**config.mk**
```make
export PLATFORM = sky130hd
export DESIGN_NAME = mips_dump_sequencer
export DESIGN_NICKNAME = d
export VERILOG_FILES = /design/src/rtl/mips_dbg_pkg.sv /design/src/rtl/dump_word_serializer.sv /design/src/rtl/mips_dump_sequencer.sv
export SDC_FILE = /design/constraint.sdc
export NUM_CORES = 1
export LEC_CHECK = 0
export BUFFER_PORTS_ARGS = -buffer_cell sky130_fd_sc_hd__buf_4
export CORE_MARGIN = 2
export CORE_UTILIZATION = 43
export CTS_BUF_LIST = sky130_fd_sc_hd__clkbuf_2
export CTS_CLUSTER_DIAMETER = 150
export CTS_CLUSTER_SIZE = 30
export DETAILED_ROUTE_END_ITERATION = 10
export GPL_TIMING_DRIVEN = 0
export HOLD_SLACK_MARGIN = 0.06
export PLACE_DENSITY = 0.8
export SYNTH_ARGS = -nofsm -noshare
export SYNTH_HDL_FRONTEND = slang
export SYNTH_SLANG_ARGS = --single-unit
```
**constraint.sdc**
```tcl
create_clock -name i_clk -period 1.7 [get_ports i_clk]
set_input_delay 0.17 -clock i_clk [delete_from_list [all_inputs] [get_ports i_clk]]
set_output_delay 0.17 -clock i_clk [all_outputs]
set_load 0.01 [all_outputs]
```
**src/rtl/mips_dbg_pkg.sv**
```systemverilog
// Shared types and defaults for the post-halt debug dump path.
// State/section encodings plus the framing byte and word-to-byte ratio.
package mips_dbg_pkg;

  localparam int              NB_REG_DEF     = 32;
  localparam int              NB_BYTE_DEF    = 8;
  localparam int              BYTES_PER_WORD = NB_REG_DEF / NB_BYTE_DEF;
  localparam logic [7:0]      HDR_BYTE_DEF   = 8'hA5;

  typedef enum logic [2:0] {
    IDLE     = 3'd0,
    HDR      = 3'd1,
    SET_ADDR = 3'd2,
    CAPTURE  = 3'd3,
    SEND     = 3'd4,
    FIN      = 3'd5
  } state_e;

  typedef enum logic [1:0] {
    SEC_PC  = 2'd0,
    SEC_REG = 2'd1,
    SEC_MEM = 2'd2
  } sect_e;

endpackage

```
**src/rtl/dump_word_serializer.sv**
```systemverilog
// Word-to-byte shifter: parallel load, MSB byte presented at once, one byte per accept.
// Holds byte and count while no accept arrives, so a stalled sink sees a stable byte.
module dump_word_serializer #(
  parameter int NB_REG  = 32,
  parameter int NB_BYTE = 8
) (
  input  logic               i_clk,
  input  logic               i_reset,
  input  logic               i_load,
  input  logic [NB_REG-1:0]  i_load_data,
  input  logic               i_shift,
  output logic [NB_BYTE-1:0] o_byte,
  output logic               o_last_byte
);

  localparam int BPW   = NB_REG / NB_BYTE;
  localparam int CNT_W = (BPW > 1) ? $clog2(BPW) : 1;

  logic [NB_REG-1:0] shreg;
  logic [CNT_W-1:0]  byte_cnt;

  always_ff @(posedge i_clk) begin
    if (!i_reset) begin
      shreg    <= '0;
      byte_cnt <= '0;
    end else if (i_load) begin
      shreg    <= i_load_data;
      byte_cnt <= '0;
    end else if (i_shift) begin
      shreg    <= shreg << NB_BYTE;
      byte_cnt <= byte_cnt + CNT_W'(1);
    end
  end

  assign o_byte      = shreg[NB_REG-1 -: NB_BYTE];
  assign o_last_byte = (byte_cnt == CNT_W'(BPW - 1));

endmodule

```
**src/rtl/mips_dump_sequencer.sv**
```systemverilog
// Dumps PC, register file and data memory as a header byte plus MSB-first words into the TX FIFO.
// One-cycle registered read per word; a full FIFO freezes HDR/SEND with address and byte held.
module mips_dump_sequencer
  import mips_dbg_pkg::*;
#(
  parameter int                 NB_REG      = NB_REG_DEF,
  parameter int                 NB_BYTE     = NB_BYTE_DEF,
  parameter int                 N_REGS      = 32,
  parameter int                 N_MEM_WORDS = 32,
  parameter logic [NB_BYTE-1:0] HDR_BYTE    = NB_BYTE'(HDR_BYTE_DEF)
) (
  input  logic               i_clk,
  input  logic               i_reset,
  input  logic               i_start,
  input  logic               i_abort,
  input  logic [NB_REG-1:0]  i_pc,
  input  logic [NB_REG-1:0]  i_reg_data,
  input  logic [NB_REG-1:0]  i_mem_data,
  input  logic               i_tx_full,
  output logic               o_tx_wr,
  output logic [NB_BYTE-1:0] o_tx_data,
  output logic [NB_REG-1:0]  o_addr,
  output logic               o_busy,
  output logic               o_done
);

  localparam int MAX_IDX = (N_REGS > N_MEM_WORDS) ? N_REGS : N_MEM_WORDS;
  localparam int IDX_W   = (MAX_IDX > 1) ? $clog2(MAX_IDX) : 1;

  state_e              state;
  sect_e               sect;
  logic [IDX_W-1:0]    idx;
  logic                tx_wr;
  logic [NB_REG-1:0]   load_data;
  logic [NB_BYTE-1:0]  ser_byte;
  logic                last_byte;

  // Write strobe is masked during reset so no byte escapes on the reset edge.
  assign tx_wr = i_reset && !i_tx_full && (state == HDR || state == SEND);

  always_ff @(posedge i_clk) begin
    if (!i_reset) begin
      state <= IDLE;
      sect  <= SEC_PC;
      idx   <= '0;
    end else if (state != IDLE && i_abort) begin
      state <= IDLE;
      sect  <= SEC_PC;
      idx   <= '0;
    end else begin
      case (state)
        IDLE: if (i_start && !i_abort) begin
          state <= HDR;
          sect  <= SEC_PC;
          idx   <= '0;
        end
        HDR:      if (tx_wr) state <= SET_ADDR;
        SET_ADDR: state <= CAPTURE;
        CAPTURE:  state <= SEND;
        SEND: if (tx_wr && last_byte) begin
          state <= SET_ADDR;
          case (sect)
            SEC_PC: begin
              sect <= SEC_REG;
              idx  <= '0;
            end
            SEC_REG: begin
              if (idx == IDX_W'(N_REGS - 1)) begin
                sect <= SEC_MEM;
                idx  <= '0;
              end else begin
                idx <= idx + IDX_W'(1);
              end
            end
            default: begin
              if (idx == IDX_W'(N_MEM_WORDS - 1)) begin
                state <= FIN;
                idx   <= '0;
              end else begin
                idx <= idx + IDX_W'(1);
              end
            end
          endcase
        end
        FIN:     state <= IDLE;
        default: state <= IDLE;
      endcase
    end
  end

  always_comb begin
    load_data = i_pc;
    case (sect)
      SEC_REG: load_data = i_reg_data;
      SEC_MEM: load_data = i_mem_data;
      default: load_data = i_pc;
    endcase
  end

  dump_word_serializer #(
    .NB_REG  (NB_REG),
    .NB_BYTE (NB_BYTE)
  ) u_ser (
    .i_clk       (i_clk),
    .i_reset     (i_reset),
    .i_load      (state == CAPTURE),
    .i_load_data (load_data),
    .i_shift     (state == SEND && tx_wr),
    .o_byte      (ser_byte),
    .o_last_byte (last_byte)
  );

  always_comb begin
    o_tx_data = '0;
    case (state)
      HDR:     o_tx_data = HDR_BYTE;
      SEND:    o_tx_data = ser_byte;
      default: o_tx_data = '0;
    endcase
  end

  assign o_tx_wr = tx_wr;
  assign o_addr  = NB_REG'(idx);
  assign o_busy  = (state != IDLE);
  assign o_done  = (state == FIN);

endmodule

```
==> results of run 1 <==
[critical path: stages (launching register included)]
cell	delay [ns]
dfxtp_4	0.42
buf_6	0.14
o31ai_1	0.35
nand2_2	0.22
or3_1	0.41
o22ai_1	0.14
[routing by layer]
| metal | wire length (um) | vias to the layer above |
|---|---|---|
| met3 | 541 | 21 |
| met1 | 3550 | 1488 |
| met5 | 0 | - |
| li1 | - | 1605 |
| met2 | 4880 | 129 |
| met4 | 181 | 0 |
[how the worst max path moves through the flow]
stage	start	end
finish	state[1]$_SDFFE_PP0P_	idx[3]$_SDFFE_PP0P_
CTS	sect[1]$_SDFFE_PP0P_	u_ser.shreg[5]$_SDFFE_PN0P_
global placement	sect[1]$_SDFFE_PP0P_	u_ser.shreg[5]$_SDFFE_PN0P_
global route	state[0]$_SDFFE_PP0P_	sect[0]$_SDFFE_PP0P_
detailed placement	sect[1]$_SDFFE_PP0P_	u_ser.shreg[5]$_SDFFE_PN0P_
floorplan	idx[0]$_SDFFE_PP0P_	idx[4]$_SDFFE_PP0P_
[what timing repair did]
action                                  CTS  global route
endpoints found under the hold margin     0             0
gates resized for setup                  35            60
setup buffers                             1             7
pin swaps                                 1             6
endpoints found under the setup margin   49            50
gates cloned                              0             2
[through the flow]
step / hold WS (ns) / setup WS, ns / setup TNS [ns]
2_1_floorplan: 0.466 / 0.0998 / 0
3_3_place_gp: 0.465 / -0.283 / -6.22
3_5_place_dp: 0.470 / -0.367 / -7.50
4_1_cts: 0.131 / 0.00208 / 0
5_1_grt: 0.131 / -0.177 / -2.17
6_report: 0.125 / -0.0274 / -0.115
[state kept, by name (all words and copies together), names as in the netlist]
name            flops
state               3
u_ser.shreg        32
u_ser.byte_cnt      2
sect                2
idx                 5
[placed cells by master (no fill, tap or decap), drive strengths merged, types with 2 or more instances in the layout]
cell type  netlist  final
a22oi           33     33
clkbuf          19     23
o22ai            3      3
nor2b            9      9
a211oi           9      9
and2             5      5
clkinv           0      2
o32ai            2      2
a21oi           58     58
conb             1     27
a31oi            8      8
nor3b            5      5
o31ai            2      2
nand3            2      2
o21ai           27     27
ha               6      6
mux2i           27     27
nor2            37     37
buf             38    164
inv              5      5
or3              3      3
nand2           16     16
and3             2      2
dfxtp           44     44
[cell families after synthesis]
group,Yosys count,share of synthesized area (%)
compound gates,143,29.5
flops,44,30.6
simple gates,87,15.2
other cells,1,0.130
buf+inv,62,12.4
fa+ha+maj,6,2.60
xor+xnor,1,0.304
mux,27,9.38
[layout make-up]
cell class                      instances  area [um^2]  share of cell area, %
Timing Repair Buffer                  126          976                   22.2
Multi-Input combinational cell        291         1910                   43.5
Sequential cell                        44          902                   20.5
Inverter                                5         18.8                  0.427
Buffer                                 56          420                   9.57
Tap cell                               77         96.3                   2.19
Clock buffer                            5         25.0                  0.570
Clock inverter                          3         42.5                  0.968
[where the power goes]
group,internal (mW),total [mW],switching (mW)
Combinational,0.250,0.418,0.168
Sequential,1.03,1.04,0.00393
Clock,0.247,0.600,0.353
==> results.md, run 1 <==
* Row cnt at 29
* Starting Density at 44.9%
* Number of max-capacitance violations reported at 0
* Via count at 3243
* Mapped Cells at 371
* Root buffer cell: clkbuf_2
* Post-synth EDFFs at 0
* Final Hold Viols at 0
* Grt met1 use at 26.5%
* Worst-path clk slew at 0.24 ns
* PnR worst setup slack at -0.0274 ns
* Syn_area_per_cell at 7.77 um^2
* Final nets at 636
* Grt ovf at 0
* Hold_sp: i_pc[15]
* Inserted Clock Buffers at 5
* IO Count at 144
* Cells on worst reg2reg path at 5
* Wirelength per Cell at 15.1 um
* Synth area leader: dfxtp_1
* First-pass GRT wire length at 13400 um
* DRC Markers at 6
* Status: finished, violations left
* GR Util met2 at 40.0%
* Synth unique cells at 40
* Final setup viols at 9
* Area grow syn2layout at 52.4%
* Ys flop type: dfxtp_1
* First-pass iteration count of the detailed router at 7
* Worst slew pin tran at 0.512 ns
* Die H at 85.9 um
* Unrepaired setup endpoints after global routing: yes
* Crit share post-route at 102%
* Top cells by area, synth: dfxtp_1 31%, a21oi_1 10%, mux2i_1 9.4%
* Worst R2R Setup Slack at -0.03 ns
* Worst path arrival time at 2.09 ns
* Synth top area share at 30.6%
* Area after DPL at 0.00395 mm^2
* M3 GR Usage at 3.85%
* Final min period at 1.73 ns
* Register area share after synthesis at 30.6%
* Layout cells sized above 1 at 41.5%
* Failing checks: design-rule violations, negative setup slack
* Crit start category: flop
* Final Power at 2.05 mW
* Min-delay worst type: in2reg
* # port buffers at 116
* P per Cell Area at 468 mW/mm^2
* Hold Buf Count CTS at 0
* # fillers at 531
* Peak Freq at 0.579 GHz
* Slew headroom at 65.9%
* Final core occ at 68.4%
* Final wirelength at 9150 um
* Hold path depth at 5
* Grt peak-use layer: met2
* Clock skew at 0.0184 ns
* Pins over their slew limit at 0
* Worst skew pair latency at 0.43 ns
* CTS sink count at 44
* Crit. End Element: flop
* GRT Overall Usage at 22.3%
* Final instance area at 0.00439 mm^2
* Placed insts at 590
* # H-tree levels at 2
* Finished Layout Cells at 607
* Core Region at 0.00642 mm^2
* VDD IR max at 0.000281 V
* Leakage at 2.07 nW
* YS warnings at 0
* Synth cell count leaders: 58 x a21oi_1, 44 x dfxtp_1, 36 x nor2_1
* Vias per cell at 5.34
* Hold Path Sink: u_ser.shreg[15]$_SDFFE_PN0P_
* Most common cell in the netlist: a21oi_1
* DP Wirelength at 6670 um
* WP data required at 2.07 ns
* Die Wd at 85.9 um
* Vias in the first global route at 3057
* GP Congestion at 0.828
* TritonCTS clock tree: built
* Netlist Area Pre-Place at 0.00288 mm^2
* Initial antenna violation count at 0
* CTS max path bufs at 2
* Largest net degree at the start of global routing at 15
* Routed Antenna Nets at 0
* #FFs+latches synth at 44
* Die area at 0.00738 mm^2
* R2r endpoint: idx[3]$_SDFFE_PP0P_
* CP Class: reg2reg
* Initial DRC count at 165
* CP max FO at 10
* Async S/R FF share, synth at 0%
* R2R Path Start: state[1]$_SDFFE_PP0P_
* Number of diodes at 0
Note: power is estimated with default switching activity, not from simulation.
==> inputs of run 2 (changes only) <==
PLACE_DENSITY = 0.85   (was 0.8)
==> results.md, run 2 (synthesis gave the netlist of run 1 again) <==
* CP Depth at 4 (-1)
* CTS max path bufs at 2 (unchanged)
* Number of max-capacitance violations reported at 0 (unchanged)
* Cells on worst reg2reg path at 7 (+2)
* DP Wirelength at 6710 um (+0.57%)
* Bufs and invs on worst path at 2 (+1)
* Crit. End Element: primary output
* Layout cells sized above 1 at 40.7% (-0.79 points)
* Via count at 3278 (+1.1%)
* Root buffer cell: clkbuf_2
* Max reg flops at 32 (unchanged)
* Reg with most FFs: u_ser.shreg
* Pre-CTS setup slack at -0.388 ns (-0.0213 ns)
* Most frequent cells in the layout: 152 x buf_4, 57 x a21oi_1, 35 x nor2_1, 35 x dfxtp_1, 33 x a22oi_1
* Vias in the first global route at 3001 (-1.8%)
* Unrepaired setup endpoints after global routing: yes
* Crit share post-route at 104% (+2.7 points)
* First-pass GRT wire length at 13700 um (+1.6%)
* Peak Freq at 0.564 GHz (-2.6%)
* Leakage at 2.03 nW (-1.9%)
* Worst path max stage delay at 0.38 ns (-0.04 ns)
* Min-delay worst type: in2reg
* Clock skew at 0.0282 ns (+0.00981 ns)
* Failing checks: design-rule violations, negative setup slack
* Worst path arrival time at 1.60 ns (-0.49 ns)
* Commonest non-fill, non-tap cell in the layout: buf_4
* DRC Markers at 8 (+2)
* CTS sink count at 44 (unchanged)
* Initial DRC count at 283 (+72%)
* Cell family with the largest share of critical-path delay: simple AND/OR/NAND/NOR gates
* Largest registers: u_ser.shreg (32), idx (5), state (3)
* Area grow syn2layout at 49.4%
* Wirelength per Cell at 15.6 um (+3.4%)
* Row cnt at 29 (unchanged)
* Worst skew pair latency at 0.46 ns (+0.03 ns)
* Crit start category: flop
* GP Congestion at 0.856 (+3.4%)
* VDD IR max at 0.000250 V (-11%)
* Final Hold Viols at 0 (unchanged)
* Worst-path clk slew at 0.25 ns (about the same)
* Final core occ at 67.1% (-1.3 points)
* Worst path cell trace: buf_6 > nor3b_4 > and2_4 > buf_4
* Worst R2R Setup Slack at -0.05 ns (-0.02 ns)
* Largest net degree at the start of global routing at 15 (unchanged)
* Hold path depth at 5 (unchanged)
* Die Wd at 85.9 um (unchanged)
* WP data required at 1.53 ns (-0.54 ns)
* TritonCTS clock tree: built
* Hold Path Sink: u_ser.shreg[19]$_SDFFE_PN0P_
* First-pass iteration count of the detailed router at 11 (+4)
* Die H at 85.9 um (unchanged)
* CP max stage cell: dfxtp_2
* Initial antenna violation count at 0 (unchanged)
* Grt ovf at 0 (unchanged)
* CP max FO at 10 (unchanged)
* P per Cell Area at 447 mW/mm^2 (-4.4%)
* Final nets at 634 (-0.31%)
* Routed Antenna Nets at 0 (unchanged)
* Status: finished, violations left
* R2r endpoint: u_ser.shreg[20]$_SDFFE_PN0P_
* PnR worst setup slack at -0.0732 ns (-0.0458 ns)
* R2R Path Start: sect[1]$_SDFFE_PP0P_
* # H-tree levels at 2 (unchanged)
* IO Count at 144 (unchanged)
* Pins over their slew limit at 0 (unchanged)
* Final wirelength at 9440 um (+3.1%)
* Placed insts at 590 (unchanged)
* Finished Layout Cells at 605 (-0.33%)
* Final min period at 1.77 ns (+0.0458 ns)
* Starting Density at 44.9% (unchanged)
* Core Region at 0.00642 mm^2 (unchanged)
* CP Class: reg2out
* Setup_tns at -0.478 ns (-0.363 ns)
* # port buffers at 116 (unchanged)
* Number of diodes at 0 (unchanged)
* Die area at 0.00738 mm^2 (unchanged)
* Inserted Clock Buffers at 5 (unchanged)
* Hold_sp: i_pc[19]
* Vias per cell at 5.42 (+1.4%)
* Final setup viols at 15 (+6)
* GRT Overall Usage at 23.0% (+0.72 points)
* # fillers at 536 (+0.94%)
-- run 2: cell count changes in the layout (fill, tap and decap cells not counted), sizes merged --
| cell | delta |
|---|---|
| buf | -2 |
| clkinvlp | +2 |
| bufinv | -1 |
| clkinv | -1 |
-- run 2: worst max path at each step --
stage	from	to	slack (ns)
2_1_floorplan	idx[0]$_SDFFE_PP0P_	idx[4]$_SDFFE_PP0P_	0.1
3_3_place_gp	sect[1]$_SDFFE_PP0P_	u_ser.shreg[5]$_SDFFE_PN0P_	-0.33
3_5_place_dp	sect[1]$_SDFFE_PP0P_	u_ser.shreg[30]$_SDFFE_PN0P_	-0.39
4_1_cts	state[0]$_SDFFE_PP0P_	o_tx_data[4]	-0.03
5_1_grt	state[0]$_SDFFE_PP0P_	o_tx_data[4]	-0.13
6_report	state[0]$_SDFFE_PP0P_	o_tx_data[4]	-0.07
-- run 2: repair_timing --
| action | CTS | global route |
|---|---|---|
| pin swaps | 0 | 5 |
| buffers inserted | 3 | 5 |
| hold buffers | 0 | 0 |
| gates cloned | 0 | 1 |
| gates resized for setup | 35 | 49 |
| hold endpoints to repair | 0 | 0 |
| endpoints found under the setup margin | 49 | 49 |
-- run 2: report_power, final --
part           leakage (nW)  internal (mW)  total [mW]  switching, mW
sequential            0.360           1.03        1.04        0.00328
combinational          1.65          0.246       0.415          0.168
clock                0.0226         0.0946       0.473          0.378
-- run 2: worst register-to-register path, cell delays in order (launching register included) --
cell and delay [ns]:
dfxtp_2 0.41, inv_1 0.11, ha_4 0.34, buf_6 0.16, clkbuf_4 0.20, a21oi_1 0.08
o21ai_0 0.29, a21oi_1 0.09
-- run 2: layout make-up --
cell class | count | area (um^2) | share of cell area (%)
flip-flops and latches | 44 | 900 | 20.9
clock inverters | 3 | 18.8 | 0.436
clock buffers | 5 | 25.0 | 0.581
plain buffers | 55 | 403 | 9.36
repair buffers | 125 | 956 | 22.2
well taps | 77 | 96.3 | 2.24
multi-input cells | 291 | 1890 | 43.9
inverters | 5 | 18.8 | 0.436
-- run 2: metal layers --
metal / vias up / share of wire [%] / global-route usage [%]
met1: 1502 / 37 / 27.3
met2: 148 / 53 / 41.6
met3: 24 / 7.0 / 3.18
met4: 0 / 2.6 / 8.95
li1: 1604 / - / -
met5: - / 0 / 0
-- run 2: through the flow --
stage	instance area [um^2]	hold WS, ns	power [mW]
5_1_grt	4310	0.137	1.99
2_1_floorplan	2980	0.466	1.23
4_1_cts	4090	0.137	1.89
6_report	4310	0.120	1.93
3_3_place_gp	3950	0.468	1.44
3_5_place_dp	3950	0.487	1.45
